==> src/rtl/fpu_pkg.sv <==
// Shared FPU definitions: operation selects, canonical NaN and the add/sub issuer state encoding.
package fpu_pkg;

  localparam logic        FPU_ADD = 1'b0;
  localparam logic        FPU_SUB = 1'b1;
  localparam logic [31:0] FP_QNAN = 32'h7FC00000;

  typedef enum logic [1:0] {
    ST_IDLE    = 2'd0,
    ST_ISSUE   = 2'd1,
    ST_RELEASE = 2'd2,
    ST_WB      = 2'd3
  } issuer_state_e;

endpackage

==> src/rtl/fpu_watchdog.sv <==
// Saturating cycle counter with synchronous clear; flags expiry when the count reaches TIMEOUT_CYCLES-1.
module fpu_watchdog #(
  parameter int TIMEOUT_CYCLES = 32,
  parameter int CNT_W          = 6
) (
  input  logic clk,
  input  logic rst,
  input  logic clear,
  input  logic enable,
  output logic expired
);

  logic [CNT_W-1:0] cnt;

  // Clear wins over enable; the count sticks at all-ones instead of wrapping.
  always_ff @(posedge clk) begin
    if (rst || clear) begin
      cnt <= '0;
    end else if (enable && (cnt != {CNT_W{1'b1}})) begin
      cnt <= cnt + 1'b1;
    end
  end

  assign expired = (cnt == CNT_W'(TIMEOUT_CYCLES - 1));

endmodule

==> src/rtl/fpu_addsub_issuer.sv <==
// Issues one add/sub at a time to the FPU over a start/done level handshake, with a watchdog,
// and returns the result (or a qNaN on timeout) through a valid/ready writeback port.
module fpu_addsub_issuer
  import fpu_pkg::*;
#(
  parameter int TIMEOUT_CYCLES = 32,
  parameter int CNT_W          = 6
) (
  input  logic        clk,
  input  logic        rst,
  input  logic        req_valid,
  output logic        req_ready,
  input  logic        req_op,
  input  logic [31:0] req_rs1,
  input  logic [31:0] req_rs2,
  input  logic [4:0]  req_rd,
  output logic        fpu_start,
  output logic [31:0] fpu_n1,
  output logic [31:0] fpu_n2,
  output logic        fpu_sel,
  input  logic [31:0] fpu_result,
  input  logic        fpu_done,
  input  logic        fpu_busy,
  output logic        wb_valid,
  input  logic        wb_ready,
  output logic [4:0]  wb_rd,
  output logic [31:0] wb_data,
  output logic        wb_err,
  output logic        stall
);

  issuer_state_e state, state_nxt;

  logic        start_nxt, sel_nxt, valid_nxt, err_nxt;
  logic [31:0] n1_nxt, n2_nxt, data_nxt;
  logic [4:0]  rd_nxt;
  logic        wd_clear, wd_enable, wd_expired;

  // The FPU's busy line is observed for debug only and never influences issue.
  logic unused_busy;
  assign unused_busy = fpu_busy;

  fpu_watchdog #(
    .TIMEOUT_CYCLES(TIMEOUT_CYCLES),
    .CNT_W         (CNT_W)
  ) u_watchdog (
    .clk    (clk),
    .rst    (rst),
    .clear  (wd_clear),
    .enable (wd_enable),
    .expired(wd_expired)
  );

  assign req_ready = (state == ST_IDLE);
  assign stall     = (state != ST_IDLE);

  // The watchdog is restarted on leaving ISSUE so RELEASE gets its own full timeout window.
  always_comb begin
    state_nxt = state;
    start_nxt = fpu_start;
    n1_nxt    = fpu_n1;
    n2_nxt    = fpu_n2;
    sel_nxt   = fpu_sel;
    rd_nxt    = wb_rd;
    data_nxt  = wb_data;
    err_nxt   = wb_err;
    valid_nxt = wb_valid;
    wd_clear  = 1'b0;
    wd_enable = 1'b0;
    case (state)
      ST_IDLE: begin
        if (req_valid) begin
          n1_nxt    = req_rs1;
          n2_nxt    = req_rs2;
          sel_nxt   = req_op;
          rd_nxt    = req_rd;
          start_nxt = 1'b1;
          wd_clear  = 1'b1;
          state_nxt = ST_ISSUE;
        end
      end
      ST_ISSUE: begin
        wd_enable = 1'b1;
        if (fpu_done) begin
          data_nxt  = fpu_result;
          err_nxt   = 1'b0;
          start_nxt = 1'b0;
          wd_clear  = 1'b1;
          state_nxt = ST_RELEASE;
        end else if (wd_expired) begin
          data_nxt  = FP_QNAN;
          err_nxt   = 1'b1;
          start_nxt = 1'b0;
          wd_clear  = 1'b1;
          state_nxt = ST_RELEASE;
        end
      end
      ST_RELEASE: begin
        wd_enable = 1'b1;
        if (!fpu_done) begin
          valid_nxt = 1'b1;
          state_nxt = ST_WB;
        end else if (wd_expired) begin
          valid_nxt = 1'b1;
          data_nxt  = FP_QNAN;
          err_nxt   = 1'b1;
          state_nxt = ST_WB;
        end
      end
      ST_WB: begin
        if (wb_ready) begin
          valid_nxt = 1'b0;
          state_nxt = ST_IDLE;
        end
      end
      default: state_nxt = ST_IDLE;
    endcase
  end

  always_ff @(posedge clk) begin
    if (rst) begin
      state     <= ST_IDLE;
      fpu_start <= 1'b0;
      fpu_n1    <= '0;
      fpu_n2    <= '0;
      fpu_sel   <= 1'b0;
      wb_valid  <= 1'b0;
      wb_rd     <= '0;
      wb_data   <= '0;
      wb_err    <= 1'b0;
    end else begin
      state     <= state_nxt;
      fpu_start <= start_nxt;
      fpu_n1    <= n1_nxt;
      fpu_n2    <= n2_nxt;
      fpu_sel   <= sel_nxt;
      wb_valid  <= valid_nxt;
      wb_rd     <= rd_nxt;
      wb_data   <= data_nxt;
      wb_err    <= err_nxt;
    end
  end

endmodule
==> config.mk <==
export PLATFORM = sky130hd
export DESIGN_NAME = fpu_addsub_issuer
export DESIGN_NICKNAME = d
export VERILOG_FILES = /design/src/rtl/fpu_pkg.sv /design/src/rtl/fpu_watchdog.sv /design/src/rtl/fpu_addsub_issuer.sv
export SDC_FILE = /design/constraint.sdc
export NUM_CORES = 1
export LEC_CHECK = 0
export CAP_MARGIN = 20
export CORE_ASPECT_RATIO = 1.25
export CORE_MARGIN = 2
export CORE_UTILIZATION = 36
export CTS_BUF_LIST = sky130_fd_sc_hd__clkbuf_16
export CTS_CLUSTER_DIAMETER = 40
export DETAILED_ROUTE_END_ITERATION = 16
export PLACE_DENSITY_LB_ADDON = 0.12
export REMOVE_ABC_BUFFERS = 1
export SYNTH_ARGS = -nofsm -noshare
export SYNTH_HDL_FRONTEND = slang
export SYNTH_SLANG_ARGS = --single-unit
==> constraint.sdc <==
create_clock -name clk -period 1.9 [get_ports clk]
set_clock_uncertainty 0.2 [all_clocks]
set_input_delay 0.475 -clock clk [delete_from_list [all_inputs] [get_ports clk]]
set_output_delay 0.475 -clock clk [all_outputs]
set_load 0.01 [all_outputs]
* Word level (Yosys, flattened, before mapping)
Index checks and enable logic that the tools add are counted.
** Storage, ports and cells
- Input bits :: 108
- Flip-flop bits (word level) :: 113
- Output and inout bits :: 107
** Operators by class
- Multiplexer cells :: 28
- Reductions and logical operators :: 13
- Add/subtract/negate cells :: 1
- Equality and inequality tests :: 10
** Operator list (count)
- $mux 32 :: 3
- $pmux 32 s2 :: 1
- $mux 1 :: 13
- $mux 2 :: 6
- $pmux 1 s2 :: 4
- $pmux 2 s4 :: 1
- $reduce_bool 2->1 :: 4
- $add 6x1->6 const B :: 1
- $eq 6x5->1 const B :: 1
- $ne 2x2->1 const B :: 3
- $ne 3x2->1 const B :: 2
- $ne 6x6->1 const B :: 1
- $reduce_and 3->1 :: 2
- $eq 2x2->1 const B :: 2
- $reduce_and 2->1 :: 2
- $reduce_and 4->1 :: 1
- $eq 2x1->1 const B :: 1
- $logic_not 2->1 :: 1
- $reduce_or 2->1 :: 1
- $logic_and 1x1->1 :: 1
- $logic_or 1x1->1 :: 1

* Longest topological paths before layout
- Word-level depth :: 5
- Mapped depth :: 7
- Depth with buffers taken out :: 6

* By module
Synthesis repeated with hierarchy kept, for this count alone.
** Second synthesis, totals
- Cells, all modules :: 520
- Area, all modules :: 4345.4 µm²
** By module, submodules not included
- fpu_addsub_issuer :: area an instance 3997.6 µm², times used 1, cells an instance 480, sequential area each 2142.1 µm²
- fpu_watchdog :: area an instance 347.8 µm², times used 1, cells an instance 40, sequential area each 120.1 µm²

* Least setup slack after synthesis
No wires, ideal clock.
- Kind :: flip-flop to flip-flop
- Start :: register state[0]
- End :: register wb_data[12]
- Arrival time :: 1689 ps
- Setup time :: 58 ps
- Cell stages (with the launch flop) :: 7
- Data required time :: 1642 ps
- Setup slack :: -47 ps
- Path through :: dfxtp_1 > inv_1 > ha_1 > nand3b_1 > nor2_1 > dlygate4sd1_1 > a22o_2
** Between the ends
- Cells in the longest elaborated chain, start to end :: 3
- Elaborated cells between the ends (all ways) :: 6
- Those cells by class :: eq/ne (3); mux (1); reduce/logical (2)
** RTL lines
- from (decl) :: RTL line fpu_addsub_issuer.sv:32 : issuer_state_e state, state_nxt;
- from (signal assigned) :: RTL line fpu_addsub_issuer.sv:132 : state <= state_nxt;
- $eq 2x2->1 / $eq 2x1->1 (equally long branches) :: RTL line fpu_addsub_issuer.sv:70 : case (state)
- $ne 2x2->1 (no source line) / $reduce_bool 2->1 (equally long branches)
- $reduce_and 2->1 (no source line)
- to (signal assigned) :: RTL line fpu_addsub_issuer.sv:139 : wb_data <= data_nxt;
- to (decl) :: RTL line fpu_addsub_issuer.sv:27 : output logic [31:0] wb_data,
Several ways; a longest one is shown, not always the timed one.
A chain may end at the register's enable or synchronous reset.

* Worst setup path in the final report
- Start :: register state[1]
- End :: register wb_data[22]
The elaborated chain is that of the path after synthesis.

==> impl_metrics.json <==
{
  "cts_max_level": 4,
  "final_hold_viol_count": 0,
  "die_x_um": 99.62,
  "synth_compound_area_frac": 0.2071,
  "ys_ff_latch": 113,
  "setup_slack_ps": 15.82,
  "avgRoutedWirePerCell_um": 15.17,
  "synth-edff-count": 0,
  "max_freq_mhz": 530.7,
  "portBuffers": 213,
  "viasPerCell": 4.874,
  "die_height_um": 123.5,
  "grt_usage": 0.2052,
  "syn_area_per_cell_um2": 9.062,
  "fin_crit_sh": 0.9917,
  "cp-end-kind": "flip-flop",
  "dr.first_iter.drc_count": 121,
  "grt_pass1_vias": 4174,
  "worstMarginPinSlew_ps": 445.0,
  "antenna_found_initial": 0,
  "drc_errors": 0,
  "slew_viol_final": 0,
  "synth_adder_area_share": 0.01825,
  "cts.path.max_buffers": 2,
  "clk_latency_ps": 400,
  "insertedDiodeCount": 0,
  "crit_type": "reg2reg",
  "overflow": 0,
  "ys_types": 41,
  "n_fill_cell": 982,
  "num_rows": 43,
  "ctsRootBufferMaster": "clkbuf_16",
  "synth_ff_type": "dfxtp_1",
  "area_growth_pct": 76.70,
  "cp.arrival_ps": 1970,
  "io_pins": 215,
  "holdBufCountCts": 0,
  "maxCapViolations": 0,
  "worstHoldPathType": "reg2reg",
  "p_leak_nw": 3.301,
  "synth-seq-area-share": 0.5499,
  "numClockSinks": 113,
  "p_total_mw": 9.554,
  "critical_path_required_ps": 1990,
  "die-area_um2": 12300,
  "netlist_instances": 454,
  "routed_wirelength_mm": 12.80,
  "grt_max_degree": 43,
  "yosys.area.top_type_share": 0.5499,
  "nets": 810,
  "mostFrequentLayoutCells": "nand2_1, dfxtp_1, clkdlybuf4s50_1, dlygate4sd2_1, a21oi_1",
  "synth-simple-area-share": 0.1673,
  "hpwl_mm": 8.850,
  "gp_congestion": 0.7566,
  "first_pass_iters": 4,
  "yosysTopAreaCell": "dfxtp_1",
  "crit_fanout": 9,
  "vdd.ir_drop.worst_mv": 0.8017,
  "drive_gt1_frac": 0.1805,
  "synth_top_family_by_area": "compound AO/OA/AOI/OAI gates",
  "cts_tree": "built",
  "async_flop_share": 0,
  "numCtsBuffers": 17,
  "place_ws_ps": -363.6,
  "status": "completed",
  "critPathLaunchType": "flip-flop",
  "syn_area_um2": 4114,
  "mostFrequentLayoutCell": "nand2_1",
  "period_minus_slack_ps": 1884,
  "yosysWarnings": 0,
  "synthTopCellsByArea": "dfxtp_1, nand2_1, a21oi_1",
  "ant_nets": 0,
  "core_area_um2": 11140,
  "synth_xor_area_frac": 0.002129,
  "r2r_setup_slack_ps": 20,
  "vias": 4114,
  "cts.clk_slew.worst_paths_ps": 50,
  "power_density_nw_per_um2": 1314,
  "maxSlewHeadroom": 0.7033,
  "grt_pass1_wl_mm": 19.92,
  "final-setup-viol-count": 0,
  "synthMuxAreaShare": 0.007603,
  "start_util": 0.3694
}
[what timing repair did]
item                                    CTS  global route
buffers inserted                          3             3
endpoints found under the setup margin  142            37
resized for setup                       134             9
gates cloned                              1             1
pin swaps                                 5             6
[synth_stat cells, drive strengths merged, types with 2 or more instances]
cell type and number:
nor4b 2, a21oi 73, ha 6, dfxtp 113, o221a 9, nor3 2
inv 9, nand2 146, o21ai 6, a211oi 3, nor2 8, mux2i 2
nand3b 2, buf 10, a22o 23, clkbuf 21
[layout make-up]
class	count	area, um2	area share
clock inverters	15	192.7	0.02651
flip-flops and latches	113	2270	0.3122
well taps	135	168.9	0.02324
multi-input cells	300	1730	0.2380
inverters	9	38.79	0.005336
clock buffers	17	425.4	0.05852
repair buffers	255	2444	0.3361
[metal layers]
layer  vias up  part of all wire  routed length [um]  global-route usage
li1       2038                 -                   -                   -
met1      1880              0.42                5364              0.2377
met2       184              0.49                6269              0.3492
met3        12             0.079                1014             0.07518
met4         0             0.012                 157             0.07192
met5         -                 0                   0                   0
[sequential cells by signal, indices dropped and copies added (netlist names)]
signal and flops:
u_watchdog.cnt 6, wb_valid 1, wb_data 32, fpu_n1 32
fpu_n2 32, state 2, wb_err 1, fpu_sel 1
fpu_start 1, wb_rd 5
[worst max-delay path: stages (launching register included)]
cell	delay, ps
dfxtp_4	380
inv_4	50
buf_6	110
ha_4	170
nand3b_1	110
buf_4	130
o41ai_4	70
or2_4	290
o221a_2	260
[cell families (layout without fill, tap and decap cells)]
group                    count (synthesis)  in the layout
XOR/XNOR                                 1              1
AO/OA/AOI/OAI                          125            125
flip-flops                             113            113
adder cells (fa/ha/maj)                  6              6
multiplexers                             3              3
AND/OR/NAND/NOR                        165            165
buffers and inverters                   41            296
[power by group]
part | leakage (nW) | switching [mW] | internal [mW]
sequential | 0.926 | 0.249 | 2.84
combinational | 2.08 | 1.56 | 1.63
clock | 0.290 | 1.10 | 2.18
total | 3.30 | 2.91 | 6.65
[worst paths after layout]
path         depth (start not counted)          end  startpoint
max                                  8  wb_data[22]    state[1]
min                                  2    fpu_n2[9]   fpu_n2[9]
max reg2reg                          8  wb_data[22]    state[1]
min reg2reg                          2    fpu_n2[9]   fpu_n2[9]
[metrics by stage]
step,std cells,setup TNS (ps),hold WS [ps],area (um2),utilization
2_1_floorplan,422,-56790,274.5,3951,-
3_3_place_gp,804,-13900,240.8,6594,0.5921
3_5_place_dp,804,-16380,246.1,6594,0.5921
4_1_cts,840,0,250.8,7204,0.6469
5_1_grt,844,-267.7,271.4,7269,0.6527
6_report,844,0,248.7,7269,0.6527
Power figures use the tool's default switching activity.
